$ cat src/rtl/display_scan_ctrl_pkg.sv
// Shared definitions for the display scan controller.
// Holds the FSM state encoding, the bus widths used by the interface and
// the top, and a helper that picks one 4-bit digit out of a 32-bit frame.
package display_scan_ctrl_pkg;

  localparam int DIGIT_W = 3;
  localparam int NIB_W   = 4;
  localparam int FRAME_W = 32;

  typedef enum logic [1:0] {
    ST_IDLE  = 2'd0,
    ST_BLANK = 2'd1,
    ST_SHOW  = 2'd2
  } scan_state_e;

  // Digit d of a frame lives in bits [4d+3:4d].
  function automatic logic [NIB_W-1:0] pick_nibble(input logic [FRAME_W-1:0] frame,
                                                   input logic [DIGIT_W-1:0] idx);
    return frame[idx*NIB_W +: NIB_W];
  endfunction

endpackage

$ cat src/rtl/display_scan_ctrl_if.sv
// Bus between a frame source / display decoder and display_scan_ctrl.
// Inputs:  iRun (scan enable), iLoad/iData (frame valid + frame).
// Outputs: oReady (shadow buffer free), oSel/oSelEn (decoder index and
//          enable), oNibble (digit value), oFrameDone (end-of-frame pulse).
// The master modport is the side that drives iRun/iLoad/iData; the slave
// modport is the scan controller itself.
interface display_scan_ctrl_if;
  import display_scan_ctrl_pkg::*;

  logic               iRun;
  logic               iLoad;
  logic [FRAME_W-1:0] iData;
  logic               oReady;
  logic [DIGIT_W-1:0] oSel;
  logic               oSelEn;
  logic [NIB_W-1:0]   oNibble;
  logic               oFrameDone;

  modport master (
    output iRun, iLoad, iData,
    input  oReady, oSel, oSelEn, oNibble, oFrameDone
  );

  modport slave (
    input  iRun, iLoad, iData,
    output oReady, oSel, oSelEn, oNibble, oFrameDone
  );

endinterface

$ cat src/rtl/display_scan_ctrl_slot_timer.sv
// Slot timer for the display scan controller.
// Counts 0..SLOT_CYCLES-1 and wraps; held at 0 while iClear is high.
// Ports: iClk, iRst_n (synchronous, active low), iClear (force count to 0),
//        oBlankEnd (count is at the last blank cycle), oSlotEnd (count is at
//        the last cycle of the slot), oSlotEndNext (next count will be the
//        last cycle of the slot, used to register end-of-frame pulses).
module scan_slot_timer #(
  parameter int SLOT_CYCLES  = 1000,
  parameter int BLANK_CYCLES = 4
) (
  input  logic iClk,
  input  logic iRst_n,
  input  logic iClear,
  output logic oBlankEnd,
  output logic oSlotEnd,
  output logic oSlotEndNext
);

  localparam int TICK_W = (SLOT_CYCLES > 1) ? $clog2(SLOT_CYCLES) : 1;

  logic [TICK_W-1:0] tick_q;
  logic [TICK_W-1:0] tick_d;

  assign oBlankEnd    = (tick_q == TICK_W'(BLANK_CYCLES - 1));
  assign oSlotEnd     = (tick_q == TICK_W'(SLOT_CYCLES - 1));
  assign oSlotEndNext = (tick_q == TICK_W'(SLOT_CYCLES - 2));

  // Wrap at the end of the slot so the count never leaves 0..SLOT_CYCLES-1.
  always_comb begin
    tick_d = tick_q + TICK_W'(1);
    if (iClear || oSlotEnd) begin
      tick_d = '0;
    end
  end

  always_ff @(posedge iClk) begin
    if (!iRst_n) begin
      tick_q <= '0;
    end else begin
      tick_q <= tick_d;
    end
  end

endmodule

$ cat src/rtl/display_scan_ctrl.sv
// Display scan controller: drives the 3-to-8 select decoder of a shared
// multiplexed display. Each digit slot starts with a blanking interval
// (decoder disabled) before the decoder is enabled, so the digit index only
// ever changes while the display is dark. Frames arrive through a
// ready/valid handshake into a shadow register and are copied into the
// active register only at a frame boundary or while idle.
// Ports: iClk, iRst_n (synchronous, active low), bus (slave modport of
//        display_scan_ctrl_if carrying the run/load inputs and all outputs).
module display_scan_ctrl
  import display_scan_ctrl_pkg::*;
#(
  parameter int SLOT_CYCLES  = 1000,
  parameter int BLANK_CYCLES = 4,
  parameter int NUM_DIGITS   = 8
) (
  input  logic                iClk,
  input  logic                iRst_n,
  display_scan_ctrl_if.slave  bus
);

  localparam logic [DIGIT_W-1:0] LAST_DIGIT = DIGIT_W'(NUM_DIGITS - 1);

  scan_state_e        state_q, state_d;
  logic [DIGIT_W-1:0] sel_q, sel_d;
  logic               sel_en_q, sel_en_d;
  logic [NIB_W-1:0]   nibble_q, nibble_d;
  logic               frame_done_q, frame_done_d;
  logic               ready_q, ready_d;
  logic               pending_q, pending_d;
  logic [FRAME_W-1:0] active_q, active_d;
  logic [FRAME_W-1:0] shadow_q, shadow_d;

  logic blank_end;
  logic slot_end;
  logic slot_end_next;
  logic timer_clear;
  logic boundary;
  logic accept;
  logic swap;
  logic load_nibble;

  // The timer only runs while scanning; leaving or sitting in IDLE parks it
  // at 0 so every restart gets a full blanking interval.
  assign timer_clear = (state_q == ST_IDLE) || !bus.iRun;

  scan_slot_timer #(
    .SLOT_CYCLES  (SLOT_CYCLES),
    .BLANK_CYCLES (BLANK_CYCLES)
  ) u_timer (
    .iClk         (iClk),
    .iRst_n       (iRst_n),
    .iClear       (timer_clear),
    .oBlankEnd    (blank_end),
    .oSlotEnd     (slot_end),
    .oSlotEndNext (slot_end_next)
  );

  // A boundary is the edge that ends the last slot of a frame while the scan
  // keeps running. Frames swap there, or on any edge while idle.
  assign boundary = (state_q == ST_SHOW) && slot_end && (sel_q == LAST_DIGIT) && bus.iRun;
  assign accept   = bus.iLoad && ready_q;
  assign swap     = pending_q && (boundary || (state_q == ST_IDLE));

  always_ff @(posedge iClk) begin
    if (!iRst_n) begin
      state_q      <= ST_IDLE;
      sel_q        <= '0;
      sel_en_q     <= 1'b0;
      nibble_q     <= '0;
      frame_done_q <= 1'b0;
      ready_q      <= 1'b1;
      pending_q    <= 1'b0;
      active_q     <= '0;
      shadow_q     <= '0;
    end else begin
      state_q      <= state_d;
      sel_q        <= sel_d;
      sel_en_q     <= sel_en_d;
      nibble_q     <= nibble_d;
      frame_done_q <= frame_done_d;
      ready_q      <= ready_d;
      pending_q    <= pending_d;
      active_q     <= active_d;
      shadow_q     <= shadow_d;
    end
  end

  // Next-state and registered-output logic.
  always_comb begin
    state_d      = state_q;
    sel_d        = sel_q;
    load_nibble  = 1'b0;
    active_d     = active_q;
    shadow_d     = shadow_q;
    pending_d    = pending_q;
    ready_d      = ready_q;

    unique case (state_q)
      ST_IDLE:  if (bus.iRun) state_d = ST_BLANK;
      ST_BLANK: if (blank_end) state_d = ST_SHOW;
      ST_SHOW:  if (slot_end) state_d = ST_BLANK;
      default:  state_d = ST_IDLE;
    endcase
    if (!bus.iRun) begin
      state_d = ST_IDLE;
    end

    // ready is never high while a frame is pending, so swap and accept
    // cannot happen on the same edge.
    if (swap) begin
      active_d  = shadow_q;
      pending_d = 1'b0;
      ready_d   = 1'b1;
    end
    if (accept) begin
      shadow_d  = bus.iData;
      pending_d = 1'b1;
      ready_d   = 1'b0;
    end

    // The index moves only on edges that (re)enter a blanking interval or go
    // idle, so it is always stable while the decoder is enabled.
    if ((state_d == ST_IDLE) || (state_q == ST_IDLE)) begin
      sel_d       = '0;
      load_nibble = 1'b1;
    end else if ((state_q == ST_SHOW) && slot_end) begin
      sel_d       = (sel_q == LAST_DIGIT) ? '0 : sel_q + DIGIT_W'(1);
      load_nibble = 1'b1;
    end

    // Uses active_d so digit 0 of a freshly swapped frame is shown at once.
    nibble_d = load_nibble ? pick_nibble(active_d, sel_d) : nibble_q;

    sel_en_d = (state_d == ST_SHOW);

    // Registered one cycle ahead so the pulse lands on the final tick of the
    // last slot; SHOW always covers that tick, so this also keeps it out of IDLE.
    frame_done_d = (state_d == ST_SHOW) && slot_end_next && (sel_q == LAST_DIGIT);
  end

  assign bus.oSel       = sel_q;
  assign bus.oSelEn     = sel_en_q;
  assign bus.oNibble    = nibble_q;
  assign bus.oFrameDone = frame_done_q;
  assign bus.oReady     = ready_q;

endmodule

$ cat src/flat_wrapper.sv
// flat-port wrapper written by rule: the top's interface ports become plain ports
module display_scan_ctrl_flat import display_scan_ctrl_pkg::*;
#(
  parameter int SLOT_CYCLES  = 1000,
  parameter int BLANK_CYCLES = 4,
  parameter int NUM_DIGITS   = 8
)
  (iClk, iRst_n, bus_iRun, bus_iLoad, bus_iData, bus_oReady, bus_oSel, bus_oSelEn, bus_oNibble, bus_oFrameDone);
  display_scan_ctrl_if bus_i ();
  input  logic iClk;
  input  logic iRst_n;
  input wire logic [$bits(bus_i.iRun)-1:0] bus_iRun;
  input wire logic [$bits(bus_i.iLoad)-1:0] bus_iLoad;
  input wire logic [$bits(bus_i.iData)-1:0] bus_iData;
  output wire logic [$bits(bus_i.oReady)-1:0] bus_oReady;
  output wire logic [$bits(bus_i.oSel)-1:0] bus_oSel;
  output wire logic [$bits(bus_i.oSelEn)-1:0] bus_oSelEn;
  output wire logic [$bits(bus_i.oNibble)-1:0] bus_oNibble;
  output wire logic [$bits(bus_i.oFrameDone)-1:0] bus_oFrameDone;
  assign bus_i.iRun = bus_iRun;
  assign bus_i.iLoad = bus_iLoad;
  assign bus_i.iData = bus_iData;
  assign bus_oReady = bus_i.oReady;
  assign bus_oSel = bus_i.oSel;
  assign bus_oSelEn = bus_i.oSelEn;
  assign bus_oNibble = bus_i.oNibble;
  assign bus_oFrameDone = bus_i.oFrameDone;
  display_scan_ctrl #(.SLOT_CYCLES(SLOT_CYCLES), .BLANK_CYCLES(BLANK_CYCLES), .NUM_DIGITS(NUM_DIGITS)) u_core (.iClk(iClk), .iRst_n(iRst_n), .bus(bus_i));
endmodule
$ cat config.mk
export PLATFORM = sky130hd
export DESIGN_NAME = display_scan_ctrl_flat
export DESIGN_NICKNAME = d
export VERILOG_FILES = /design/src/rtl/display_scan_ctrl_pkg.sv /design/src/rtl/display_scan_ctrl_if.sv /design/src/rtl/display_scan_ctrl_slot_timer.sv /design/src/rtl/display_scan_ctrl.sv /design/src/flat_wrapper.sv
export SDC_FILE = /design/constraint.sdc
export NUM_CORES = 1
export LEC_CHECK = 0
export CAP_MARGIN = 20
export CORE_MARGIN = 2
export CORE_UTILIZATION = 55
export CTS_CLUSTER_DIAMETER = 120
export DETAILED_ROUTE_END_ITERATION = 8
export HOLD_SLACK_MARGIN = 0.06
export PLACE_DENSITY_LB_ADDON = 0.12
export SYNTH_ARGS = -nofsm -noshare
export SYNTH_HDL_FRONTEND = slang
export SYNTH_SLANG_ARGS = --single-unit
$ cat constraint.sdc
create_clock -name iClk -period 3.64 [get_ports iClk]
set_input_delay 0.728 -clock iClk [delete_from_list [all_inputs] [get_ports iClk]]
set_output_delay 0.728 -clock iClk [all_outputs]
set_load 0.05 [all_outputs]
[Word level (Yosys, flattened, before mapping)]
Cells that the tools add are included.
Word-level totals
  register bits: 87
  bits of input ports: 36
  word-level logic and storage cells: 51
Cells by class
  add/sub/neg operators: 2
  equal/unequal tests: 7
  shifts and indexed selects: 1
  mux-type cells: 14
  bitwise operators: 1
  reduce and logical (&&, ||, !) cells: 16
Operator list (count)
  $mux 32: 1
  $shiftx 32x6->4: 1
  $eq 10x10->1 const B: 2
  $add 10x1->10 const B: 1
  $eq 10x2->1 const B: 1
  $mux 3: 3
  $logic_and 1x1->1: 7
  $mux 1: 6
  $mux 2: 3
  $pmux 2 s3: 1
  $eq 2x2->1 const B: 2
  $logic_not 2->1: 2
  $logic_or 1x1->1: 4
  $add 3x1->3 const B: 1
  $eq 3x3->1 const B: 1
  $eq 2x1->1 const B: 1
  $reduce_bool 2->1: 1
  $reduce_or 2->1: 1
  $logic_not 1->1: 1
  $not 1->1: 1

[Logic depth before layout (Yosys ltp)]
  depth after elaboration: 8
  depth in mapped cells: 9
  gate-level depth less buffers: 8

[By module]
Synthesis repeated with hierarchy kept, for this count alone.
Unflattened totals
  cells, all modules: 481
  area, all modules: 4046.4 um^2
By module, submodules not included
  display_scan_ctrl: times used 1, cells each 426, area each 3547.2 um^2, seq. area each 1541.5 um^2
  scan_slot_timer: times used 1, cells each 55, area each 499.2 um^2, seq. area each 200.2 um^2

[Worst setup path before layout]
Ideal clock, no wire load.
  path type: reg-to-reg
  from: register u_core.sel_q[0], in the netlist u_core.bus.oSel[0]
  to: register u_core.nibble_q[0], in the netlist u_core.bus.oNibble[0]
  arrival time: 2721 ps
  data required time: 3500 ps
  setup slack: 780 ps
  cell stages (with the launch flop): 10
  cell sequence: dfxtp_1 ha_1 ha_1 or4b_1 o41a_1 a21bo_1 buf_6 a221oi_2 a2bb2oi_2 o221ai_1
Between the ends
  word-level cells in the longest chain between the ends: 7
Ends and longest elaborated chain
  from (decl): line display_scan_ctrl.sv:24  | logic [DIGIT_W-1:0] sel_q, sel_d;
  from (signal assigned): line display_scan_ctrl.sv:77  | sel_q <= sel_d;
  parallel branches: the longest is 6 deep, another holds $add 3x1->3
  $shiftx 32x6->4 (*): line display_scan_ctrl_pkg.sv:19  | return frame[idx*NIB_W +: NIB_W];
  to (signal assigned): line display_scan_ctrl.sv:79  | nibble_q <= nibble_d;
  to (decl): line display_scan_ctrl.sv:26  | logic [NIB_W-1:0] nibble_q, nibble_d;
Mark *: on every way between the ends.
A chain may end at the register's enable or synchronous reset.

[Worst setup path after layout]
  from: register u_core.sel_q[1], in the netlist u_core.bus.oSel[1]
  to: register u_core.nibble_q[0], in the netlist u_core.bus.oNibble[0]
The elaborated chain is that of the path after synthesis.

==> flow_summary.yaml <==
run_status:
  status: "completed"
floorplanning:
  chipWidth_um: 87.2
  die_y_um: 87.2
  die_area_um2: 7600
  io_pins: 46
  core_um2: 6760
  initial_core_util_pct: 56.4
  num_rows: 30
timing:
  setup_tns_ps: 0
  finClkSkew_ps: 10.8
  clock.fmax_mhz: 339
  finalMaxSlewViolations: 0
  period_share_pct: 80.9
  finalSetupViolations: 0
  relSlewSlack_pct: 56.0
  tightest_slew_ps: 660
  rsz0062_at_grt: "no"
  hold_viol_final: 0
  fin_crit_ps: 2950
  whs_ps: 456
clock_tree:
  clk_pin_slew_ps: 90
  cts_num_sinks: 87
  cts_tree: "done"
  cts-root-buf: "clkbuf_8"
  ctsResizeCount: 0
  cts_buffers: 9
  clock_latency_ps: 350
  cts_hold_buf: 0
  cts_setup_buffers: 0
  cts-htree-levels: 3
  clockBufferDepth: 2
detailed_routing:
  drt_iter0_drc: 211
  highest_layer: "met4"
  drt_wl_total_um: 8270
  ant_nets: 0
  wl_met3_um: 337
  drt-pass1-iter-count: 4
  wl_per_cell_um: 14.2
  met1_length_um: 3980
  dr_total_vias: 3277
  wl_met2_um: 3760
  via_per_inst: 5.64
  drc: 0
worst_setup_path:
  r2r_start: "u_core.bus.oSel[1]"
  crit_path_end_kind: "register"
  crit_arrival_ps: 3220
  r2r_setup_slack_ps: 690
  reg2regPathDepth: 8
  worstPathMaxFanout: 11
  startpoint_type: "register"
  cp_common_cell: "ha_1"
  max_stage_delay_ps: 540
  worst-path-buf-inv: 0
  crit_required_ps: 3920
  r2r_end: "u_core.bus.oNibble[0]"
  crit_chain: "ha_1, ha_1, or4b_1, o41a_1, a21bo_1, mux2i_1, a2111o_1, o221ai_1"
  path_class: "reg2reg"
  cp_top_family: "compound AO/OA/AOI/OAI gates"
  cpMaxStageDelayCell: "or4b_1"
placement:
  place_area_um2: 4280
  dp_hpwl_um: 5680
  gp_congestion: 0.849
  portBuffers: 45
yosys:
  synth_area_um2: 3810
  synth_nets: 503
  synth_edf_count: 0
  ys_top_cells_by_area: "dfxtp_1 46%, nand2_1 14%, a21oi_1 8.8%"
  ys_async_sr_fraction_pct: 0
  ys_warn_count: 0
  synth-main-ff-cell: "dfxtp_1"
  syn_inst: 463
  synth_top_area_share_pct: 45.7
  syn_area_per_cell_um2: 8.22
  synth_seq_area_share_pct: 45.7
  ys_types: 57
  yosys.area.top_type: "dfxtp_1"
  ys_ff_latch: 87
job:
  maxCapViolCount: 0
finish:
  final_area_um2: 4450
  finalNetCount: 537
  diodes: 0
  final_cell_mix: "138 x nand2_1, 87 x dfxtp_1, 67 x a21oi_1"
  syn2layout_area_growth_pct: 17.0
  final_common_cell: "nand2_1"
  drive_gt1_share_pct: 6.79
hold_path:
  hp-class: "reg2reg"
  min_path_cells: 2
  min_to: "u_core.shadow_q[14]"
  hp-start: "u_core.shadow_q[14]"
global_routing:
  grt_max_degree: 67
  antenna_found_initial: 0
  track_usage_pct: 23.2
  grt-ovfl-total: 0
  grt_pass1_wl_um: 13900
  grt_pass1_vias: 3016
pwr:
  leakagePower_nw: 1.58
  power.density_nw_per_um2: 413
  ir_drop_mv: 0.278
-- metal layers --
metal / GRT usage (%) / vias up
li1: - / 1657
met1: 31.5 / 1528
met2: 36.2 / 76
met3: 4.17 / 16
met4: 10.3 / 0
met5: 0 / -
-- where the power goes --
group | switching (W) | internal [W]
clock | 0.000329 | 0.000312
sequential | 0.0000220 | 0.000984
combinational | 0.000107 | 0.0000847
total | 0.000458 | 0.00138
-- cell usage after synthesis (2+ instances only) --
master	n
and2_1	4
nor2b_1	3
nor2_1	32
xnor2_1	5
clkbuf_1	19
o31ai_1	5
o211ai_1	2
xor2_1	4
ha_1	4
o21ai_0	3
nand2_1	138
nor4_1	2
inv_1	6
nand3_1	7
dfxtp_1	87
a311oi_1	3
a22oi_1	3
nand2b_1	2
mux2i_1	8
a221o_1	3
o221ai_1	8
buf_6	5
a21oi_1	67
a211o_1	2
and3_1	2
nor3_1	4
buf_1	2
a2111o_1	4
-- tightest hold or removal path, delay by kind of cell, from the launching register on --
| kind | cells | cell delay, ps |
|---|---|---|
| DFF | 1 | 310 |
| AOI/OAI and AO/OA | 1 | 50 |
| and+or+nand+nor | 1 | 50 |
-- worst max path at each step --
stage	slack [ps]	startpoint	cells after the start	end
global route	590	u_core.bus.oSel[0]	8	u_core.bus.oNibble[0]
CTS	740	u_core.bus.oSel[1]	8	u_core.bus.oNibble[0]
finish	690	u_core.bus.oSel[1]	8	u_core.bus.oNibble[0]
global placement	600	bus_iRun	7	u_core.bus.oNibble[2]
floorplan	780	u_core.bus.oSel[0]	9	u_core.bus.oNibble[0]
detailed placement	570	bus_iRun	7	u_core.bus.oNibble[1]
-- logic make-up (layout without fill, tap and decap cells) --
logic type,Yosys count,in the layout,synth area share (%)
simple gates,211,211,25.1
xor+xnor,9,9,2.07
flops,87,87,45.7
fa+ha+maj,4,4,1.31
buf+inv,35,73,4.83
compound gates,109,109,18.8
mux,8,8,2.10
-- registers in the layout (all words and copies together), names as in the netlist --
register / count
u_core.pending_q: 1
u_core.bus.oReady: 1
u_core.bus.oNibble: 4
u_core.u_timer.tick_q: 10
u_core.state_q: 2
u_core.bus.oSelEn: 1
u_core.bus.oFrameDone: 1
u_core.bus.oSel: 3
u_core.active_q: 32
u_core.shadow_q: 32
-- final cells by class --
class | instances | area (um^2)
Fill cell | 590 | 2300
Clock buffer | 11 | 131
Clock inverter | 4 | 47.5
Tap cell | 80 | 100
Timing Repair Buffer | 52 | 523
Sequential cell | 87 | 1740
Inverter | 6 | 22.5
Multi-Input combinational cell | 341 | 1890
-- through the flow --
step / total power, W / setup WS, ps / cells / util [%]
2_1_floorplan: 0.00114 / 780 / 463 / -
3_3_place_gp: 0.00121 / 601 / 565 / 62.9
3_5_place_dp: 0.00122 / 571 / 566 / 63.3
4_1_cts: 0.00185 / 738 / 581 / 65.9
5_1_grt: 0.00192 / 586 / 581 / 65.9
6_report: 0.00184 / 694 / 581 / 65.9
No activity file was read; power rests on OpenSTA's default activity.
